==> src/rtl/ps2_key_event_controller.sv <==
// Decodes the PS/2 scan-code stream into held-key levels and press/release events for the maze game.
// Latency: byte strobe in cycle N -> held and show-ahead FIFO head valid at N+1.
// Backpressure: evt_valid/evt_ready; a full FIFO with no pop drops the event and sets sticky overflow.
module ps2_key_event_controller #(
  parameter int TIMEOUT_CYCLES = 1000000,
  parameter int TO_W           = 20,
  parameter int FIFO_DEPTH     = 4
) (
  input  logic       clk,
  input  logic       reset,
  input  logic       enable,
  input  logic [7:0] rx_data,
  input  logic       rx_data_en,
  output logic       wait_for_incoming_data,
  output logic       start_receiving_data,
  output logic [5:0] held,
  output logic       evt_valid,
  input  logic       evt_ready,
  output logic [2:0] evt_code,
  output logic       evt_release,
  output logic       prefix_timeout,
  output logic       overflow,
  input  logic       clear_overflow
);

  localparam int PW = $clog2(FIFO_DEPTH);
  localparam int CW = PW + 1;

  typedef enum logic [1:0] {S_IDLE, S_EXT, S_BRK, S_EXT_BRK} state_t;

  typedef struct packed {
    logic [2:0] code;
    logic       rel;
  } evt_t;

  state_t          state, state_nxt;
  logic [TO_W-1:0] timer;
  logic            timeout_fire;
  logic            dec_vld, dec_ext, dec_brk;
  logic [3:0]      key_map;
  logic            key_hit;
  logic [2:0]      key_idx;
  logic            push, pop, full, push_ok, drop;
  logic [PW-1:0]   wr_ptr, rd_ptr;
  logic [CW-1:0]   count;
  evt_t            mem [FIFO_DEPTH];
  evt_t            head;

  // {valid, key index}; arrows and WASD share the same direction indices.
  function automatic logic [3:0] map_key(input logic ext, input logic [7:0] code);
    logic [3:0] r;
    r = 4'b0000;
    if (ext) begin
      case (code)
        8'h75:   r = 4'b1000;
        8'h72:   r = 4'b1001;
        8'h6B:   r = 4'b1010;
        8'h74:   r = 4'b1011;
        default: r = 4'b0000;
      endcase
    end else begin
      case (code)
        8'h1D:   r = 4'b1000;
        8'h1B:   r = 4'b1001;
        8'h1C:   r = 4'b1010;
        8'h23:   r = 4'b1011;
        8'h5A:   r = 4'b1100;
        8'h76:   r = 4'b1101;
        default: r = 4'b0000;
      endcase
    end
    return r;
  endfunction

  assign start_receiving_data = 1'b0;

  // Prefix state register.
  always_ff @(posedge clk) begin
    if (reset) state <= S_IDLE;
    else       state <= state_nxt;
  end

  // Prefix decoding; a byte arriving on the timeout cycle takes priority over abandoning the prefix.
  always_comb begin
    state_nxt    = state;
    dec_vld      = 1'b0;
    dec_ext      = 1'b0;
    dec_brk      = 1'b0;
    timeout_fire = enable && (state != S_IDLE) && !rx_data_en &&
                   (timer == TO_W'(TIMEOUT_CYCLES - 1));
    if (!enable) begin
      state_nxt = S_IDLE;
    end else if (rx_data_en) begin
      case (state)
        S_IDLE: begin
          if (rx_data == 8'hE0)      state_nxt = S_EXT;
          else if (rx_data == 8'hF0) state_nxt = S_BRK;
          else if (!(rx_data inside {8'hAA, 8'hFA, 8'hFE, 8'hEE, 8'hE1})) dec_vld = 1'b1;
        end
        S_EXT: begin
          if (rx_data == 8'hF0) begin
            state_nxt = S_EXT_BRK;
          end else if (rx_data != 8'hE0) begin
            dec_vld   = 1'b1;
            dec_ext   = 1'b1;
            state_nxt = S_IDLE;
          end
        end
        S_BRK: begin
          dec_vld   = 1'b1;
          dec_brk   = 1'b1;
          state_nxt = S_IDLE;
        end
        default: begin
          dec_vld   = 1'b1;
          dec_ext   = 1'b1;
          dec_brk   = 1'b1;
          state_nxt = S_IDLE;
        end
      endcase
    end else if (timeout_fire) begin
      state_nxt = S_IDLE;
    end
  end

  assign key_map = map_key(dec_ext, rx_data);
  assign key_idx = key_map[2:0];
  assign key_hit = dec_vld && key_map[3];
  // Only edges of the held level become events: typematic repeats and stray breaks are dropped.
  assign push    = key_hit && (held[key_idx] == dec_brk);

  // Prefix timer runs only while a prefix is pending and restarts on every byte.
  always_ff @(posedge clk) begin
    if (reset || !enable || (state == S_IDLE) || rx_data_en || timeout_fire) timer <= '0;
    else timer <= timer + TO_W'(1);
  end

  // Timeout pulse and receiver arming.
  always_ff @(posedge clk) begin
    if (reset) begin
      prefix_timeout         <= 1'b0;
      wait_for_incoming_data <= 1'b0;
    end else begin
      prefix_timeout         <= timeout_fire;
      wait_for_incoming_data <= enable;
    end
  end

  // Held key levels; disabling the controller releases everything silently.
  always_ff @(posedge clk) begin
    if (reset || !enable) held <= '0;
    else if (push)        held[key_idx] <= !dec_brk;
  end

  assign evt_valid = (count != '0);
  assign pop       = evt_valid && evt_ready;
  assign full      = (count == CW'(FIFO_DEPTH));
  assign push_ok   = push && (!full || pop);
  assign drop      = push && full && !pop;
  assign head      = mem[rd_ptr];

  assign evt_code    = evt_valid ? head.code : 3'd0;
  assign evt_release = evt_valid ? head.rel  : 1'b0;

  // Event storage; contents need no reset because count gates the outputs.
  always_ff @(posedge clk) begin
    if (push_ok) mem[wr_ptr] <= '{code: key_idx, rel: dec_brk};
  end

  // FIFO pointers and occupancy; drains even while disabled.
  always_ff @(posedge clk) begin
    if (reset) begin
      wr_ptr <= '0;
      rd_ptr <= '0;
      count  <= '0;
    end else begin
      if (push_ok) wr_ptr <= wr_ptr + PW'(1);
      if (pop)     rd_ptr <= rd_ptr + PW'(1);
      case ({push_ok, pop})
        2'b10:   count <= count + CW'(1);
        2'b01:   count <= count - CW'(1);
        default: count <= count;
      endcase
    end
  end

  // Sticky overflow; a new drop beats a simultaneous clear.
  always_ff @(posedge clk) begin
    if (reset)               overflow <= 1'b0;
    else if (drop)           overflow <= 1'b1;
    else if (clear_overflow) overflow <= 1'b0;
  end

endmodule
==> config.mk <==
export PLATFORM = sky130hd
export DESIGN_NAME = ps2_key_event_controller
export DESIGN_NICKNAME = d
export VERILOG_FILES = /design/src/rtl/ps2_key_event_controller.sv
export SDC_FILE = /design/constraint.sdc
export NUM_CORES = 1
export LEC_CHECK = 0
export ABC_AREA = 1
export BUFFER_PORTS_ARGS = -buffer_cell sky130_fd_sc_hd__buf_2
export CORE_ASPECT_RATIO = 0.8
export CORE_MARGIN = 3
export CORE_UTILIZATION = 40
export CTS_CLUSTER_SIZE = 30
export DETAILED_ROUTE_END_ITERATION = 16
export GPL_TIMING_DRIVEN = 1
export MAX_ROUTING_LAYER = met4
export PLACE_DENSITY_LB_ADDON = 0.25
export SYNTH_ARGS = -nofsm -noshare
export SYNTH_HDL_FRONTEND = slang
export SYNTH_SLANG_ARGS = --single-unit
export TNS_END_PERCENT = 1
==> constraint.sdc <==
create_clock -name clk -period 6.8 [get_ports clk]
set_clock_uncertainty 0.1 [all_clocks]
set_input_delay 1.02 -clock clk [delete_from_list [all_inputs] [get_ports clk]]
set_output_delay 1.02 -clock clk [all_outputs]
set_load 0.005 [all_outputs]
==> flow_summary_export.csv <==
group,metric,value,unit
clocking,cts_tree,"built",
place,port_buffers,27,
detailed_routing,drt_iter0_drc,110,
setup_path,r2r_slack,3.74,ns
sta,finalSetupTns,0,ns
floorplan,die_h,83.53,µm
grt,grt_start_max_net_pins,21,
yosys,yosysSeqAreaShare,0.4263,
setup_path,crit_fanout,9,
setup_path,start_kind,"primary input",
power_and_ir_drop,p_per_area,164.9,nW/µm²
yosys,synth-edff-count,16,
sta,hold_violations,0,
detailed_routing,ant_nets,0,
detailed_routing,drc,0,
floorplan,rows,27,
layout,n_antenna_cell,0,
detailed_routing,routedWlPerCell,11.57,µm
hold_path,min-delay-start,"overflow$_SDFFE_PP0P_",
floorplan,die_width,102.9,µm
sta,layout_min_cycle_time,3.533,ns
sta,fmax,283.0,MHz
sta,finalCritPeriodShare,0.5196,
setup_path,r2r_start,"state[1]$_SDFFE_PP0P_",
clocking,ctsHoldBuffers,0,
setup_path,crit_arrival,3.63,ns
grt,antenna_found_initial,0,
place,placed_area,3226,µm²
clocking,cts_resized,0,
setup_path,reg2reg_to,"count[2]$_SDFFE_PP0P_",
layout,final_common_cell,"nor2_1",
place,dp.final_hpwl,4.600,mm
setup_path,end_kind,"flop",
yosys,ys_warn_count,0,
floorplan,die-area,8596,µm²
grt,grt_pass1_vias,2351,
power_and_ir_drop,p_total,546.0,µW
yosys,synth-main-ff-cell,"dfxtp_1",
detailed_routing,vias_per_cell,4.842,
clocking,insertion_delay,0.30,ns
clocking,cts.reportedPaths.clkPinSlew,0.10,ns
power_and_ir_drop,peakVddDrop,0.07913,mV
hold_path,min_path_type,"flop to flop",
floorplan,io_pins,29,
setup_path,critPathKind,"primary input to flop",
detailed_routing,drt-total-wl,5.934,mm
setup_path,required,6.90,ns
grt,grt_overflow,0,
floorplan,coreArea,7094,µm²
grt,grtUsageTotal,0.1550,
yosys,async_reset_ff_frac,0,
outcome,status,"complete, no violations",
detailed_routing,topRoutingLayerUsed,"met4",
clocking,post_cts_buffers,0,
detailed_routing,wl_met2,2.585,mm
hold_path,hold_depth,2,
flow_run,maxCapViolCount,0,
detailed_routing,wl_met1,3.117,mm
yosys,synth-seq-cells,56,
detailed_routing,dr_total_vias,2484,
place,place_congestion,0.8369,
sta,relSlewSlack,0.4693,
yosys,netlist_area,3005,µm²
yosys,syn_inst,396,
clocking,clk_path_buf_depth,2,
yosys,synth_cell_types,38,
clocking,cts-root-buf,"clkbuf_8",
setup_path,cp-startpoint,"rx_data[0]",
layout,nets,446,
sta,setup_viol,0,
layout,layout_common_cells,"nor2_1, nand2_1, inv_1, dfxtp_1",
clocking,clock-sinks,56,
layout,drive_gt1_frac,0.1479,
detailed_routing,wl_met3,202,µm
floorplan,initial_core_util,0.4236,
sta,rsz0062_at_grt,"false",
sta,holdWs,0.3697,ns
sta,worst_pin_slew,0.7938,ns
clocking,cts_buffers,5,
layout,final_cell_area,3311,µm²
yosys,mappedNetlistNets,417,
detailed_routing,drt_first_pass_iters,4,
clocking,h-tree-depth,2,
setup_path,rr_worst_depth,18,
layout,area_delta_synth_final,10.16,%
sta,slew_viol_final,0,
grt,grt_pass1_wl,10.67,mm
yosys,syn_area_per_cell,7.589,µm²
power_and_ir_drop,leakage,1.350,nW
setup_path,crit_end,"count[2]$_SDFFE_PP0P_",
-- registers in the layout, summed over array words and instances, names as in the netlist, named ones only --
signal                  cells
prefix_timeout              1
count                       3
rd_ptr                      2
held                        6
overflow                    1
state                       2
wait_for_incoming_data      1
wr_ptr                      2
mem                        16
timer                      20
-- metrics by stage --
| step | utilization | std cells | setup slack (ns) |
|---|---|---|---|
| after detailed placement | 0.4547 | 505 | 2.948 |
| final | 0.4667 | 513 | 3.267 |
| after global placement | 0.4547 | 505 | 2.990 |
| after floorplan | - | 396 | 3.354 |
| after CTS | 0.4667 | 513 | 3.291 |
| after global routing | 0.4667 | 513 | 2.934 |
-- area by class of cell --
class | count | area, µm²
fill | 708 | 3784
timing repair buffer | 27 | 135.1
inverter | 58 | 217.7
sequential | 56 | 1281
clock buffer | 7 | 76.32
clock inverter | 1 | 8.758
multi-input combinational | 277 | 1483
tap | 87 | 108.9
-- layer usage --
metal | vias up | global-route usage
met5 | - | -
met4 | 0 | 0.03529
met3 | 5 | 0.02506
met2 | 41 | 0.2388
met1 | 1080 | 0.2140
li1 | 1358 | -
-- logic make-up after synthesis --
family | Yosys count | synth area share
xor+xnor | 1 | 0.002915
fa+ha+maj | 7 | 0.03164
flops | 56 | 0.4263
buf+inv | 63 | 0.08035
other cells | 1 | 0.001248
simple gates | 216 | 0.3589
compound gates | 52 | 0.09867
-- worst min-delay path by stage --
stage / to
after floorplan: timer[0]$_SDFF_PP0_
after global placement: timer[0]$_SDFF_PP0_
after detailed placement: overflow$_SDFFE_PP0P_
after CTS: overflow$_SDFFE_PP0P_
after global routing: overflow$_SDFFE_PP0P_
final: overflow$_SDFFE_PP0P_
-- power by group --
part           leakage [nW]  switching, mW  internal, mW
Clock                0.0424          0.104        0.0739
Sequential            0.491       0.000525         0.342
Combinational         0.816         0.0172       0.00825
-- synth_stat cells (4+ instances only) --
cell	count	area, µm²
nor2_1	67	251.5
nand2_1	65	244.0
nand3_2	4	40.04
a21oi_1	27	135.1
ha_1	6	75.07
inv_1	55	206.5
nor2_4	6	67.56
o21ai_0	13	65.06
nand4_1	17	106.4
nand3_1	22	110.1
nor2_2	5	31.28
nor3_1	10	50.05
nand2_4	4	45.04
dfxtp_1	40	800.8
o21a_1	6	45.04
edfxtp_1	16	480.5
nor3b_1	5	37.54
-- critical path: stages --
cell and delay, ns:
buf_2 0.13, nor2_1 0.18, nand4_2 0.18, nand2_4 0.15, nand2_2 0.09, inv_2 0.13
nor2_4 0.06, nand3_1 0.06, nand2_1 0.09, nor2_4 0.11, nand3_2 0.18, nand4_4 0.20
ha_1 0.16, inv_1 0.06, fa_1 0.38, a21oi_1 0.14, o21ai_0 0.11, o21ai_0 0.15
a21oi_1 0.06
No activity file was read; power rests on OpenSTA's default activity.
